[config.mk]
export PLATFORM = sky130hd
export DESIGN_NAME = dm_arbiter
export DESIGN_NICKNAME = d
export VERILOG_FILES = /design/src/rtl/dm_arbiter.sv
export SDC_FILE = /design/constraint.sdc
export NUM_CORES = 1
export LEC_CHECK = 0
export BUFFER_PORTS_ARGS = -buffer_cell sky130_fd_sc_hd__clkbuf_2
export CORE_AREA = 2 2 121 123
export DETAILED_ROUTE_END_ITERATION = 10
export DIE_AREA = 0 0 123 125
export MAX_ROUTING_LAYER = met4
export PLACE_DENSITY = 0.69
export SYNTH_ARGS = -nofsm -noshare
export SYNTH_HDL_FRONTEND = slang
export SYNTH_SLANG_ARGS = --single-unit
export TNS_END_PERCENT = 30
[constraint.sdc]
create_clock -name clk -period 3.25 [get_ports clk]
set_input_delay 0.325 -clock clk [delete_from_list [all_inputs] [get_ports clk]]
set_output_delay 0.325 -clock clk [all_outputs]
set_load 0.01 [all_outputs]
[src/rtl/dm_arbiter.sv]
// dm_arbiter: two-master DM arbiter (round-robin + bounded lock) feeding a 3-stage access pipeline.
// Define DM_ARB_ALIGN_CHECK_EN to enable the misaligned-access check (err flag, store suppression).
module dm_arbiter #(
   parameter int BURST_MAX = 4
) (
   input  logic        clk,
   input  logic        reset,
   input  logic        m0_req,
   input  logic        m1_req,
   input  logic        m0_we,
   input  logic        m1_we,
   input  logic        m0_lock,
   input  logic        m1_lock,
   input  logic [31:0] m0_addr,
   input  logic [31:0] m1_addr,
   input  logic [31:0] m0_wdata,
   input  logic [31:0] m1_wdata,
   input  logic [1:0]  m0_sel,
   input  logic [1:0]  m1_sel,
   output logic        m0_gnt,
   output logic        m1_gnt,
   output logic        m0_rvalid,
   output logic        m1_rvalid,
   output logic [31:0] m0_rdata,
   output logic [31:0] m1_rdata,
   output logic        m0_err,
   output logic        m1_err,
   output logic [31:0] dm_addr,
   output logic [31:0] dm_di,
   output logic [1:0]  dm_sel,
   output logic        dm_en,
   input  logic [31:0] dm_do
);

`ifdef DM_ARB_ALIGN_CHECK_EN
   localparam logic ALIGN_EN = 1'b1;
`else
   localparam logic ALIGN_EN = 1'b0;
`endif
   localparam logic [3:0] BMAX = 4'(BURST_MAX);

   logic [1:0]  req, lck;
   logic        hold, at_max, win_vld, win;
   logic        ptr_q, ptr_d, own_q, own_d;
   logic [3:0]  burst_q, burst_d;

   logic        cmd_vld_q, cmd_id_q, cmd_we_q, cmd_mis_q;
   logic        cmd_id_d, cmd_we_d, cmd_mis_d;
   logic [31:0] cmd_addr_q, cmd_wdata_q, cmd_addr_d, cmd_wdata_d;
   logic [1:0]  cmd_sel_q, cmd_sel_d;

   logic        rsp_vld_q, rsp_id_q, rsp_err_q;
   logic        rsp_vld_d, rsp_id_d, rsp_err_d;
   logic [31:0] rsp_data_q, rsp_data_d;

   function automatic logic misaligned(input logic [31:0] addr, input logic [1:0] sel);
      return ALIGN_EN && (((sel == 2'b00) && (addr[1:0] != 2'b00)) ||
                          ((sel == 2'b01) && addr[0]) || (sel == 2'b11));
   endfunction

   // Stage A: arbitration
   assign req     = {m1_req, m0_req};
   assign lck     = {m1_lock, m0_lock};
   assign win_vld = |req;
   assign at_max  = (burst_q >= BMAX);
   assign hold    = (burst_q != 4'd0) && req[own_q] && lck[own_q];

   always_comb begin
      win = ptr_q;
      if (req == 2'b01)      win = 1'b0;
      else if (req == 2'b10) win = 1'b1;
      else if (hold)         win = at_max ? ~own_q : own_q;
   end

   always_comb begin
      ptr_d   = ptr_q;
      own_d   = own_q;
      burst_d = burst_q;
      if (!win_vld) begin
         burst_d = 4'd0;
      end else if (lck[win]) begin
         own_d = win;
         if ((burst_q != 4'd0) && (own_q == win))
            burst_d = at_max ? burst_q : burst_q + 4'd1;
         else
            burst_d = 4'd1;
         // an exhausted burst handed to the other master also rotates the pointer
         if (at_max && (win != own_q))
            ptr_d = ~win;
      end else begin
         burst_d = 4'd0;
         ptr_d   = ~win;
      end
   end

   always_comb begin
      cmd_id_d    = win;
      cmd_we_d    = win ? m1_we    : m0_we;
      cmd_addr_d  = win ? m1_addr  : m0_addr;
      cmd_wdata_d = win ? m1_wdata : m0_wdata;
      cmd_sel_d   = win ? m1_sel   : m0_sel;
      cmd_mis_d   = misaligned(cmd_addr_d, cmd_sel_d);
   end

   assign m0_gnt = reset & win_vld & ~win;
   assign m1_gnt = reset & win_vld & win;

   // Stage B: DM access from the command register
   assign dm_addr = cmd_addr_q;
   assign dm_di   = cmd_wdata_q;
   assign dm_sel  = cmd_sel_q;
   assign dm_en   = cmd_vld_q & cmd_we_q & ~cmd_mis_q;

   always_comb begin
      rsp_vld_d  = cmd_vld_q;
      rsp_id_d   = cmd_id_q;
      rsp_err_d  = cmd_vld_q & cmd_mis_q;
      rsp_data_d = (cmd_vld_q & ~cmd_we_q & ~cmd_mis_q) ? dm_do : 32'd0;
   end

   always_ff @(posedge clk or negedge reset) begin
      if (!reset) begin
         ptr_q       <= 1'b0;
         own_q       <= 1'b0;
         burst_q     <= 4'd0;
         cmd_vld_q   <= 1'b0;
         cmd_id_q    <= 1'b0;
         cmd_we_q    <= 1'b0;
         cmd_mis_q   <= 1'b0;
         cmd_addr_q  <= 32'd0;
         cmd_wdata_q <= 32'd0;
         cmd_sel_q   <= 2'd0;
         rsp_vld_q   <= 1'b0;
         rsp_id_q    <= 1'b0;
         rsp_err_q   <= 1'b0;
         rsp_data_q  <= 32'd0;
      end else begin
         ptr_q     <= ptr_d;
         own_q     <= own_d;
         burst_q   <= burst_d;
         cmd_vld_q <= win_vld;
         // command fields hold their last value while idle
         if (win_vld) begin
            cmd_id_q    <= cmd_id_d;
            cmd_we_q    <= cmd_we_d;
            cmd_mis_q   <= cmd_mis_d;
            cmd_addr_q  <= cmd_addr_d;
            cmd_wdata_q <= cmd_wdata_d;
            cmd_sel_q   <= cmd_sel_d;
         end
         rsp_vld_q  <= rsp_vld_d;
         rsp_id_q   <= rsp_id_d;
         rsp_err_q  <= rsp_err_d;
         rsp_data_q <= rsp_data_d;
      end
   end

   // Stage C: response to the owning master
   assign m0_rvalid = rsp_vld_q & ~rsp_id_q;
   assign m1_rvalid = rsp_vld_q & rsp_id_q;
   assign m0_rdata  = m0_rvalid ? rsp_data_q : 32'd0;
   assign m1_rdata  = m1_rvalid ? rsp_data_q : 32'd0;
   assign m0_err    = m0_rvalid & rsp_err_q;
   assign m1_err    = m1_rvalid & rsp_err_q;

endmodule

==> out/summary.txt <==
largest net degree at the start of global routing: 109
Core Area: 0.01420 mm2
post-CTS sizing: 0
sequential fraction of the synthesis area: 53.35%
CP required: 3440 ps
fin crit share: 77.27%
Worst Setup End Kind: flop
Routed WL: 14290 um
diodes inserted: 0
most frequent cells in the layout: 305 x clkbuf_2, 109 x dfrtp_1, 73 x nand2_1
unrepaired setup endpoints after global routing: false
synthesized area per cell: 10.16 um2
Setup CP Type: reg2reg
Reg-to-Reg End: dm_addr[16]$_DFFE_PN0N_
port bufs: 306
R2R depth: 7
Clock Power Share: 27.0%
GR Util met3: 5.338%
hpwl dp: 11170 um
Area Growth Syn to Fin: 38.91%
CP arrival: 2700 ps
Hold Path Stages: 2
vias: 4550
EDFF count, synth: 0
H-tree depth: 3
vias in the first global route: 4541
hold wc startpoint: dm_do[2]
#FFs+latches synth: 109
CP cell instances: and3b_1, o221a_1, a311oi_4, buf_12, buf_12, mux2i_1, o21ai_0
Root Buffer: clkbuf_16
first-pass GRT wire length: 22450 um
slowest stage delay, CP: 550 ps
Net Sw Frac: 31.84%
maximum vdd ir drop: 260.5 uV
R2R Path Start: own_q$_DFFE_PN0P_
Sw Pwr: 1207 uW
Mapped Area: 0.005112 mm2
Initial Util: 35.99%
status: completed
Fin Setup TNS: 0 ps
dpl cell area: 0.006823 mm2
crit path launch type: flop
Final Skew: 12.42 ps
row cnt: 44
Hold Crit Class: in2reg
final slew viol count: 0
max_slew headroom: 40.59%
Hold Buf Count CTS: 1
DIE HEIGHT: 125 um
Worst path top cell family by delay: compound AO/OA/AOI/OAI gates
most common cell after layout, fill and taps aside: clkbuf_2
most frequent CP cell: buf_12
# IOs: 309
DR pass1 iterations: 4
CTS tree: done
GRT Util Overall: 19.44%
CTS Sinks: 109
CTS buffer count: 9
Slew @ Worst Pin: 891.2 ps
Post-DRT Antenna Nets: 0
max_cap viols: 0
antenna violations before repair: 0
Overflow after GRT: 0
Cells after Synth: 503
routability cong.: 0.7933
share of layout cells above drive strength 1: 41.68%
Netlist cell types: 31
Reg power frac: 44.3%
Worst Path Buf+Inv: 2
WL per Instance: 14.53 um
Hold EP: rsp_data_q[2]$_DFF_PN0_
later-pin clock latency in the skew report: 350 ps
clk buf depth: 2
fin nets: 968
final hold vios: 0
Leakage: 0.003853 uW
Synth async-reset ratio: 100.0%
Crit Path Max Fanout: 44
DRT iter0 DRCs: 116
Worst-path clk slew: 80 ps
combinational power share: 28.7%
DRC: 0
via/cell ratio: 4.629
achievable frequency: 398.2 MHz
Die W: 123 um
Post-CTS Setup Bufs: 0
Pwr Density: 533.7 mW/mm2
Final Setup Violations: 0
final instance area: 0.007102 mm2
Ys Warns: 0
die area: 0.01538 mm2
grt peak-use layer: met2
met1 global-route usage: 20.21%
Worst R2R Setup Slack: 740 ps
Tmin final: 2511 ps
Pint: 2584 uW
top_reg_cell synth: dfrtp_1
met2 GRT Util: 34.77%
slowest CP cell: dfrtp_1
==> power by group through the flow <==
stage | registers [uW] | logic [uW] | clock network [uW]
floorplan | 1750 | 577 | 0
global placement | 1700 | 1090 | 0
detailed placement | 1700 | 1110 | 0
CTS | 1680 | 1110 | 1060
global route | 1710 | 1210 | 1110
finish | 1680 | 1090 | 1020
==> cells in the mapped netlist (2+ instances only) <==
cell type / instances / area, um2
o21ai_0: 71 / 355.3
clkbuf_1: 27 / 101.4
inv_1: 6 / 22.52
nor2_1: 8 / 30.03
a31oi_1: 2 / 12.51
buf_4: 8 / 60.06
dfrtp_1: 109 / 2728
and2_1: 66 / 412.9
mux2i_1: 68 / 680.7
nor2b_1: 2 / 12.51
buf_2: 2 / 10.01
a21oi_1: 7 / 35.03
and3_1: 34 / 212.7
nor3_1: 3 / 15.01
nand2_1: 73 / 274.0
ha_1: 2 / 25.02
==> area by class of cell <==
cell class              instances  area (um2)
multi-input cells             351        2208
fillers                      1363        7102
inverters                       6       22.52
flip-flops and latches        109        2728
repair buffers                317        1644
clock buffers                  11       232.7
clock inverters                 5       36.28
well taps                     184       230.2
==> how the worst max path moves through the flow <==
stage,startpoint,cells after the start,endpoint,slack [ps]
final,own_q$_DFFE_PN0P_,7,dm_addr[16]$_DFFE_PN0N_,740
after global routing,own_q$_DFFE_PN0P_,7,dm_addr[19]$_DFFE_PN0N_,540
after CTS,own_q$_DFFE_PN0P_,7,dm_addr[16]$_DFFE_PN0N_,760
after detailed placement,own_q$_DFFE_PN0P_,7,dm_addr[16]$_DFFE_PN0N_,770
after global placement,own_q$_DFFE_PN0P_,7,dm_di[9]$_DFFE_PN0N_,840
after floorplan,burst_q[0]$_DFFE_PN0P_,9,ptr_q$_DFFE_PN0P_,1310
==> layer usage <==
metal | wire length (um) | vias up
met5 | 0 | -
met4 | 345 | 0
met3 | 1269 | 23
met2 | 7270 | 201
met1 | 5400 | 2054
li1 | - | 2272
==> per-stage QoR <==
step,hold slack (ps),power [uW],setup slack (ps),utilization [%],instances
after floorplan,29.41,2326,1308,-,504
after global placement,152.0,2789,837.7,48.04,966
after detailed placement,153.6,2809,771.0,48.04,966
after CTS,168.6,3847,758.5,50.00,983
after global routing,178.1,4034,543.7,50.00,983
final,184.7,3790,738.7,50.00,983
==> sequential cells by signal, summed over array words and instances, names as in the netlist, 2 cells and up <==
register	cells
dm_addr	32
burst_q	4
dm_sel	2
rsp_data_q	32
dm_di	32
==> logic make-up (layout without fill, tap and decap cells) <==
| family | after synthesis | count (layout) | share of synthesized area, % |
|---|---|---|---|
| AND/OR/NAND/NOR | 189 | 189 | 19.14 |
| flip-flops | 109 | 109 | 53.35 |
| AO/OA/AOI/OAI | 88 | 88 | 9.227 |
| multiplexers | 69 | 69 | 13.53 |
| buffers and inverters | 44 | 339 | 4.014 |
| adder cells (fa/ha/maj) | 2 | 2 | 0.4894 |
| other | 1 | 2 | 0.07335 |
| XOR/XNOR | 1 | 1 | 0.1713 |
No activity file was read; power rests on OpenSTA's default activity.
